## src/rtl/gpu_cmd_arbiter_if.sv

```systemverilog
// Bundle of both command sources and the GPU instruction write port.
// The arbiter uses the slave view; whoever drives the sources and models the GPU uses the master view.
interface gpu_cmd_arbiter_if #(
    parameter int CNT_W = 16
);
    logic             s0_valid;
    logic [31:0]      s0_data_a;
    logic [31:0]      s0_data_b;
    logic             s0_ready;
    logic             s1_valid;
    logic [31:0]      s1_data_a;
    logic [31:0]      s1_data_b;
    logic             s1_sync;
    logic             s1_ready;
    logic             wrfull;
    logic             screen;
    logic [31:0]      data_a;
    logic [31:0]      data_b;
    logic             wrreg;
    logic             busy;
    logic [CNT_W-1:0] issued_count;

    modport slave (
        input  s0_valid, s0_data_a, s0_data_b,
        input  s1_valid, s1_data_a, s1_data_b, s1_sync,
        input  wrfull, screen,
        output s0_ready, s1_ready,
        output data_a, data_b, wrreg, busy, issued_count
    );

    modport master (
        output s0_valid, s0_data_a, s0_data_b,
        output s1_valid, s1_data_a, s1_data_b, s1_sync,
        output wrfull, screen,
        input  s0_ready, s1_ready,
        input  data_a, data_b, wrreg, busy, issued_count
    );
endinterface

```

## src/rtl/gpu_cmd_arbiter.sv

```systemverilog
// Round-robin arbiter sharing the GPU instruction write port between software (s0) and the game engine (s1).
// Every write is sequenced as setup -> one-cycle wrreg strobe -> gap; s1 may be held for a frame boundary.
module gpu_cmd_arbiter #(
    parameter int SETUP_CYCLES = 1,
    parameter int GAP_CYCLES   = 2,
    parameter int CNT_W        = 16
) (
    input  logic               clk_clk,
    input  logic               reset_reset_n,
    gpu_cmd_arbiter_if.slave   bus
);
    localparam int CW = $clog2(SETUP_CYCLES + GAP_CYCLES + 1) + 1;
    localparam logic [CW-1:0] SETUP_LAST = CW'(SETUP_CYCLES - 1);
    localparam logic [CW-1:0] GAP_LAST   = CW'((GAP_CYCLES > 0) ? GAP_CYCLES - 1 : 0);

    typedef enum logic [1:0] {IDLE, SETUP, STROBE, GAP} state_t;

    state_t           state_q, state_d;
    logic [CW-1:0]    cnt_q, cnt_d;
    logic [31:0]      data_a_q, data_a_d;
    logic [31:0]      data_b_q, data_b_d;
    logic [CNT_W-1:0] count_q, count_d;
    logic             last_grant_q, last_grant_d;
    logic             frame_flag_q, frame_flag_d;
    logic             screen_q, screen_d;

    logic e0, e1, grant0, grant1, ready0, ready1, frame_rise;

    always_comb begin
        e0     = bus.s0_valid;
        e1     = bus.s1_valid & (~bus.s1_sync | frame_flag_q);
        // On a tie the source that did not win last time gets the port.
        grant0 = e0 & (~e1 | last_grant_q);
        grant1 = e1 & (~e0 | ~last_grant_q);
        ready0 = (state_q == IDLE) & ~bus.wrfull & grant0;
        ready1 = (state_q == IDLE) & ~bus.wrfull & grant1;
        frame_rise = bus.screen & ~screen_q;
    end

    always_comb begin
        state_d      = state_q;
        cnt_d        = cnt_q;
        data_a_d     = data_a_q;
        data_b_d     = data_b_q;
        count_d      = count_q;
        last_grant_d = last_grant_q;
        screen_d     = bus.screen;
        frame_flag_d = frame_flag_q;

        // A new frame edge wins over a simultaneous consume by a sync command.
        if (frame_rise) begin
            frame_flag_d = 1'b1;
        end else if (ready1 & bus.s1_sync) begin
            frame_flag_d = 1'b0;
        end

        case (state_q)
            IDLE: begin
                if (ready0) begin
                    data_a_d     = bus.s0_data_a;
                    data_b_d     = bus.s0_data_b;
                    last_grant_d = 1'b0;
                    cnt_d        = '0;
                    state_d      = SETUP;
                end else if (ready1) begin
                    data_a_d     = bus.s1_data_a;
                    data_b_d     = bus.s1_data_b;
                    last_grant_d = 1'b1;
                    cnt_d        = '0;
                    state_d      = SETUP;
                end
            end
            SETUP: begin
                if (!bus.wrfull) begin
                    if (cnt_q == SETUP_LAST) begin
                        state_d = STROBE;
                    end else begin
                        cnt_d = cnt_q + CW'(1);
                    end
                end
            end
            STROBE: begin
                count_d = count_q + CNT_W'(1);
                cnt_d   = '0;
                state_d = (GAP_CYCLES == 0) ? IDLE : GAP;
            end
            GAP: begin
                if (cnt_q == GAP_LAST) begin
                    state_d = IDLE;
                end else begin
                    cnt_d = cnt_q + CW'(1);
                end
            end
            default: state_d = IDLE;
        endcase
    end

    always_ff @(posedge clk_clk or negedge reset_reset_n) begin
        if (!reset_reset_n) begin
            state_q      <= IDLE;
            cnt_q        <= '0;
            data_a_q     <= '0;
            data_b_q     <= '0;
            count_q      <= '0;
            last_grant_q <= 1'b1;
            frame_flag_q <= 1'b0;
            screen_q     <= 1'b0;
        end else begin
            state_q      <= state_d;
            cnt_q        <= cnt_d;
            data_a_q     <= data_a_d;
            data_b_q     <= data_b_d;
            count_q      <= count_d;
            last_grant_q <= last_grant_d;
            frame_flag_q <= frame_flag_d;
            screen_q     <= screen_d;
        end
    end

    assign bus.s0_ready     = ready0;
    assign bus.s1_ready     = ready1;
    assign bus.data_a       = data_a_q;
    assign bus.data_b       = data_b_q;
    assign bus.wrreg        = (state_q == STROBE);
    assign bus.busy         = (state_q != IDLE);
    assign bus.issued_count = count_q;
endmodule

```

## src/flat_wrapper.sv

```systemverilog
// flat-port wrapper written by rule: the top's interface ports become plain ports
module gpu_cmd_arbiter_flat 
#(
    parameter int SETUP_CYCLES = 1,
    parameter int GAP_CYCLES   = 2,
    parameter int CNT_W        = 16
)
  (clk_clk, reset_reset_n, bus_s0_valid, bus_s0_data_a, bus_s0_data_b, bus_s1_valid, bus_s1_data_a, bus_s1_data_b, bus_s1_sync, bus_wrfull, bus_screen, bus_s0_ready, bus_s1_ready, bus_data_a, bus_data_b, bus_wrreg, bus_busy, bus_issued_count);
  gpu_cmd_arbiter_if #(.CNT_W(CNT_W)) bus_i ();
  input  logic clk_clk;
  input  logic reset_reset_n;
  input wire logic [$bits(bus_i.s0_valid)-1:0] bus_s0_valid;
  input wire logic [$bits(bus_i.s0_data_a)-1:0] bus_s0_data_a;
  input wire logic [$bits(bus_i.s0_data_b)-1:0] bus_s0_data_b;
  input wire logic [$bits(bus_i.s1_valid)-1:0] bus_s1_valid;
  input wire logic [$bits(bus_i.s1_data_a)-1:0] bus_s1_data_a;
  input wire logic [$bits(bus_i.s1_data_b)-1:0] bus_s1_data_b;
  input wire logic [$bits(bus_i.s1_sync)-1:0] bus_s1_sync;
  input wire logic [$bits(bus_i.wrfull)-1:0] bus_wrfull;
  input wire logic [$bits(bus_i.screen)-1:0] bus_screen;
  output wire logic [$bits(bus_i.s0_ready)-1:0] bus_s0_ready;
  output wire logic [$bits(bus_i.s1_ready)-1:0] bus_s1_ready;
  output wire logic [$bits(bus_i.data_a)-1:0] bus_data_a;
  output wire logic [$bits(bus_i.data_b)-1:0] bus_data_b;
  output wire logic [$bits(bus_i.wrreg)-1:0] bus_wrreg;
  output wire logic [$bits(bus_i.busy)-1:0] bus_busy;
  output wire logic [$bits(bus_i.issued_count)-1:0] bus_issued_count;
  assign bus_i.s0_valid = bus_s0_valid;
  assign bus_i.s0_data_a = bus_s0_data_a;
  assign bus_i.s0_data_b = bus_s0_data_b;
  assign bus_i.s1_valid = bus_s1_valid;
  assign bus_i.s1_data_a = bus_s1_data_a;
  assign bus_i.s1_data_b = bus_s1_data_b;
  assign bus_i.s1_sync = bus_s1_sync;
  assign bus_i.wrfull = bus_wrfull;
  assign bus_i.screen = bus_screen;
  assign bus_s0_ready = bus_i.s0_ready;
  assign bus_s1_ready = bus_i.s1_ready;
  assign bus_data_a = bus_i.data_a;
  assign bus_data_b = bus_i.data_b;
  assign bus_wrreg = bus_i.wrreg;
  assign bus_busy = bus_i.busy;
  assign bus_issued_count = bus_i.issued_count;
  gpu_cmd_arbiter #(.SETUP_CYCLES(SETUP_CYCLES), .GAP_CYCLES(GAP_CYCLES), .CNT_W(CNT_W)) u_core (.clk_clk(clk_clk), .reset_reset_n(reset_reset_n), .bus(bus_i));
endmodule
```

## config.mk

```make
export PLATFORM = sky130hd
export DESIGN_NAME = gpu_cmd_arbiter_flat
export DESIGN_NICKNAME = d
export VERILOG_FILES = /design/src/rtl/gpu_cmd_arbiter_if.sv /design/src/rtl/gpu_cmd_arbiter.sv /design/src/flat_wrapper.sv
export SDC_FILE = /design/constraint.sdc
export NUM_CORES = 1
export LEC_CHECK = 0
export CORE_ASPECT_RATIO = 1.1
export CORE_MARGIN = 2
export CORE_UTILIZATION = 40
export DETAILED_ROUTE_END_ITERATION = 10
export PLACE_DENSITY = 0.87
export REMOVE_ABC_BUFFERS = 1
export SKIP_LAST_GASP = 1
export SYNTH_ARGS = -nofsm -noshare
export SYNTH_HDL_FRONTEND = slang
export SYNTH_SLANG_ARGS = --single-unit
```

## constraint.sdc

```tcl
create_clock -name clk_clk -period 2.78 [get_ports clk_clk]
set_clock_uncertainty 0.1 [all_clocks]
set_input_delay 0.556 -clock clk_clk [delete_from_list [all_inputs] [get_ports clk_clk]]
set_output_delay 0.556 -clock clk_clk [all_outputs]
set_load 0.05 [all_outputs]
```

==> After elaboration in Yosys (flattened, before gate mapping) <==
Cells that the tools add are included.
W data, S select, Z words.
{ "word_totals": {"register_bits": 88, "wordCells": 65} }
{ "classes": {"reduce_logical": 8, "bitwise": 17, "mux": 20, "n_addsub": 2, "eq_ne": 10} }
{ "op_table": {"columns": ["op", "count"], "rows": [
  ["$mux W32", 4],
  ["$add A16 B1 Y16 const B", 1],
  ["$mux W3", 5],
  ["$pmux W3 S4", 1],
  ["$mux W2", 5],
  ["$and A1 B1 Y1", 8],
  ["$pmux W2 S4", 1],
  ["$reduce_and A4 Y1", 2],
  ["$ne A2 B2 Y1 const B", 3],
  ["$not A1 Y1", 6],
  ["$reduce_bool A2 Y1", 3],
  ["$eq A2 B2 Y1 const B", 2],
  ["$mux W1", 4],
  ["$ne A2 B1 Y1 const B", 2],
  ["$add A3 B1 Y3 const B", 1],
  ["$eq A3 B1 Y1 const B", 1],
  ["$logic_not A3 Y1", 1],
  ["$ne A3 B2 Y1 const B", 1],
  ["$or A1 B1 Y1", 3],
  ["$eq A2 B1 Y1 const B", 1],
  ["$logic_not A2 Y1", 1],
  ["$reduce_and A2 Y1", 1]
]} }

==> Longest topological paths before layout <==
{ "logic_depth": {"word_depth": 9, "ltp_mapped": 8, "ltp_nobuf": 6} }

==> Worst setup path before layout <==
OpenSTA, ideal clock, no wires.
{ "synth_path": {"kind": "register to output", "start": "reg u_core.state_q[0]", "end": "out bus_s1_ready", "stages_incl_launch_ff": 6, "n_path_buf": 0, "arrival_time_ns": 1.979, "required_ns": 2.124, "slack_ns": 0.145, "path_cell_list": "dfrtp_1 -> inv_1 -> ha_1 -> nor2b_1 -> nand2_1 -> nor3_1"} }
{ "synth_via": {"elab_chain_len": 3} }
{ "synth_lines": {"columns": ["element", "line_no", "source"], "rows": [
  ["from (decl)", "gpu_cmd_arbiter.sv:18", "state_t state_q, state_d;"],
  ["from (signal assigned)", "gpu_cmd_arbiter.sv:109", "state_q <= state_d;"],
  ["$logic_not A2 Y1", "gpu_cmd_arbiter.sv:36", "ready1 = (state_q == IDLE) & ~bus.wrfull & grant1;"],
  ["$and A1 B1 Y1 (2 in a row)", "gpu_cmd_arbiter.sv:36", null],
  ["to (decl)", "flat_wrapper.sv:22", "output wire logic [$bits(bus_i.s1_ready)-1:0] bus_s1_ready;"]
]} }
No other way between the ends.

==> Worst setup path in the final report <==
{ "layout_path": {"start": "reg u_core.state_q[0]", "end": "out bus_busy"} }
{ "layout_via": {"elab_chain_len": 1} }
{ "layout_lines": {"columns": ["element", "line_no", "source"], "rows": [
  ["$reduce_bool A2 Y1", "gpu_cmd_arbiter.sv:125", "assign bus.busy = (state_q != IDLE);"],
  ["to (decl)", "flat_wrapper.sv:26", "output wire logic [$bits(bus_i.busy)-1:0] bus_busy;"]
]} }
No other way between the ends.

==> flow_metrics.py <==
metrics = {
    "cts": {
        "post_cts_buffers": 0,
        "worstSkewPairLatency_ns": 0.33,
        "cts_root_buf": "clkbuf_16",
        "cts_buffers": 9,
        "cts_buffer_depth": 2,
        "clkSinkCount": 88,
        "path_clk_slew_ns": 0.06,
        "ctsResizeCount": 0,
        "cts_hold_buf": 0,
        "htree_levels": 3,
        "cts_tree": "done",
    },
    "worst_setup_path": {
        "worst-path-max-fanout": 5,
        "path_cells": "inv_1 > ha_1 > inv_1 > clkdlybuf4s50_1",
        "slowest_delay_ns": 0.83,
        "crit_required_ns": 2.12,
        "cp.arrival_ns": 2.01,
        "crit_type": "flip-flop to output pin",
        "crit_path_frequent_cell": "inv_1",
        "worst_setup_path_end_kind": "output pin",
        "ff2ff_setup_slack_ns": 0.46,
        "critPathLaunchType": "flip-flop",
        "slowest_stage": "clkdlybuf4s50_1",
    },
    "synth": {
        "yosys-top-cells-area": "dfrtp_1 48%, mux2_2 20%, mux2_4 16%, xnor2_1 2.5%, ha_1 2.5%",
        "synth-xor-area-share_pct": 2.869,
        "synth_top_area_cell": "dfrtp_1",
        "synth.top_cell.area_share_pct": 47.54,
        "synth_warnings": 0,
        "synth-edff-count": 0,
        "synth_seq_cells": 88,
        "synthArstFlopShare_pct": 100.0,
        "yosysMostFrequentCell": "dfrtp_1",
        "synth-compound-area-share_pct": 2.404,
        "synth_fa_ha_area_share_pct": 2.459,
        "yosysSeqAreaShare_pct": 48.11,
        "synthTopCellsByCount": "87 x dfrtp_1, 81 x mux2_2, 49 x mux2_4",
        "synthMuxAreaShare_pct": 36.20,
        "synth_cell_types": 30,
        "synth-main-ff-cell": "dfrtp_1",
        "synth_top_family_by_area": "multiplexers",
        "synth_area_sq_um": 4579,
        "synth.avg_cell_area_sq_um": 14.13,
        "syn_inst": 324,
        "synth-simple-area-share_pct": 4.809,
    },
    "place": {
        "detailed_place_hpwl_mm": 9.633,
        "io_buffers": 218,
        "dp.cells": 692,
        "gp_congestion": 0.8302,
    },
    "timing": {
        "rsz0062_at_grt": "false",
        "slew-limit-headroom_pct": 60.41,
        "setup_tns_ns": 0,
        "maxSlewViolCount": 0,
        "fmax_mhz": 374.9,
        "post-route-period-util_pct": 95.94,
        "period_needed_ns": 2.667,
        "hold_viol": 0,
        "fin_hold_ws_ns": 0.09754,
        "setup_viol": 0,
        "worst_pin_slew_ns": 0.5885,
    },
    "global_routing": {
        "grt_overflow_total": 0,
        "grt_antenna_before_repair": 2,
        "grt_pass1_vias": 3810,
        "grt_max_degree": 53,
        "track_usage_pct": 20.30,
        "grt_pass1_wl_mm": 19.40,
    },
    "drt": {
        "drt-wirelength-per-cell_um": 17.51,
        "ant_nets": 0,
        "dr_total_vias": 3459,
        "drt-initial-drc-count": 67,
        "firstDrtPassIters": 4,
        "drc": 0,
        "via_per_inst": 4.879,
        "drt-total-wl_mm": 12.41,
    },
    "final_layout": {
        "fillCellCount": 809,
        "area_growth_pct": 60.87,
        "layout.nets": 700,
        "final_cells": 709,
        "drive_gt1_share_pct": 29.64,
    },
    "die": {
        "core_area_sq_um": 11060,
        "rows": 40,
        "die-area_sq_um": 12320,
        "die_x_um": 106.0,
        "die_y_um": 116.2,
        "start_util_pct": 41.40,
        "boundaryPins": 219,
    },
    "outcome": {
        "status": "finished, final reports clean",
    },
    "pwr": {
        "vdd_drop_max_mv": 0.6655,
        "power.density_nw_per_um2": 1117,
        "leakagePower_uw": 0.003232,
    },
    "job": {
        "drv_cap": 0,
    },
    "min_path": {
        "hp-class": "primary input to asynchronous set/reset pin",
    },
}
## area by class of cell
cell class / instances / area (sq um) / share of cell area [%]
sequential: 88 / 2203 / 29.91
timing repair buffer: 234 / 2357 / 32.00
multi-input combinational: 212 / 2241 / 30.42
inverter: 11 / 41.29 / 0.5605
clock buffer: 10 / 229.0 / 3.108
clock inverter: 5 / 106.4 / 1.444
tap: 147 / 183.9 / 2.497
antenna: 2 / 5.005 / 0.06793
## kinds of logic (layout without fill, tap and decap cells)
group,Yosys count,in the layout
mux,131,131
xor+xnor,15,15
flops,88,88
compound gates,19,19
buf+inv,24,260
simple gates,38,38
other cells,0,2
fa+ha+maj,9,9
## critical path: cells and delay by family (launching register included)
family / cells / cell delay (ns)
adders and majority gates: 1 / 0.25
buffers and inverters: 3 / 1.06
DFF: 1 / 0.37
## per-stage QoR
stage	power (uW)	worst slack, ns	area (sq um)	utilization [%]
detailed placement	6918	0.06746	7027	63.53
global route	8596	0.008354	7367	66.61
finish	8227	0.1130	7367	66.61
floorplan	5230	-4.017	4477	-
CTS	8306	0.07226	7362	66.56
global placement	6774	0.1292	7027	63.53
## registers in the layout, summed over array words and instances, names as in the netlist
| register | count |
|---|---|
| u_core.cnt_q | 3 |
| u_core.screen_q | 1 |
| u_core.frame_flag_q | 1 |
| u_core.bus.data_a | 32 |
| u_core.bus.issued_count | 16 |
| u_core.last_grant_q | 1 |
| u_core.state_q | 2 |
| u_core.bus.data_b | 32 |
## where the power goes
group / leakage [uW] / switching, uW / internal, uW
combinational: 0.00200 / 2800 / 1880
sequential: 0.00107 / 343 / 1850
clock: 0.000159 / 477 / 875
total: 0.00323 / 3620 / 4600
## final timing paths
check                      cells past startpoint                                end                           from
min                                            1   u_core.bus.data_a[6]$_DFFE_PN0P_                  reset_reset_n
max reg2reg                                    8  u_core.bus.data_b[29]$_DFFE_PN0P_  u_core.state_q[0]$_DFFE_PN0P_
max in group asynchronous                      2  u_core.bus.data_b[31]$_DFFE_PN0P_                  reset_reset_n
max                                            4                           bus_busy  u_core.state_q[0]$_DFFE_PN0P_
min reg2reg                                    1    u_core.frame_flag_q$_DFFE_PN0P_      u_core.screen_q$_DFF_PN0_
min in group clk_clk                           1    u_core.frame_flag_q$_DFFE_PN0P_      u_core.screen_q$_DFF_PN0_
## layer usage
metal	vias up	GRT usage, %	wire length (um)
met4	0	8.947	331
met2	150	38.02	6633
met1	1663	21.43	4507
met3	24	5.636	940
met5	-	0	0
li1	1622	-	-
## cells in the final DEF, fill, tap and decap left out, drive strengths merged, types with 2 or more instances in the layout
master         Yosys  routed
nand4              6       6
buf               13      19
xnor2             13      13
nand2              8       8
mux2             130     130
dfrtp             87      87
nor2               2       2
nor2b              3       3
xor2               2       2
inv               11      11
o21ai             14      14
and3               6       6
nand3              6       6
clkbuf             0      10
o31ai              2       2
bufinv             0       3
diode              0       2
clkdlybuf4s50      0     215
nor3               2       2
ha                 9       9
Note: power is estimated with default switching activity, not from simulation.
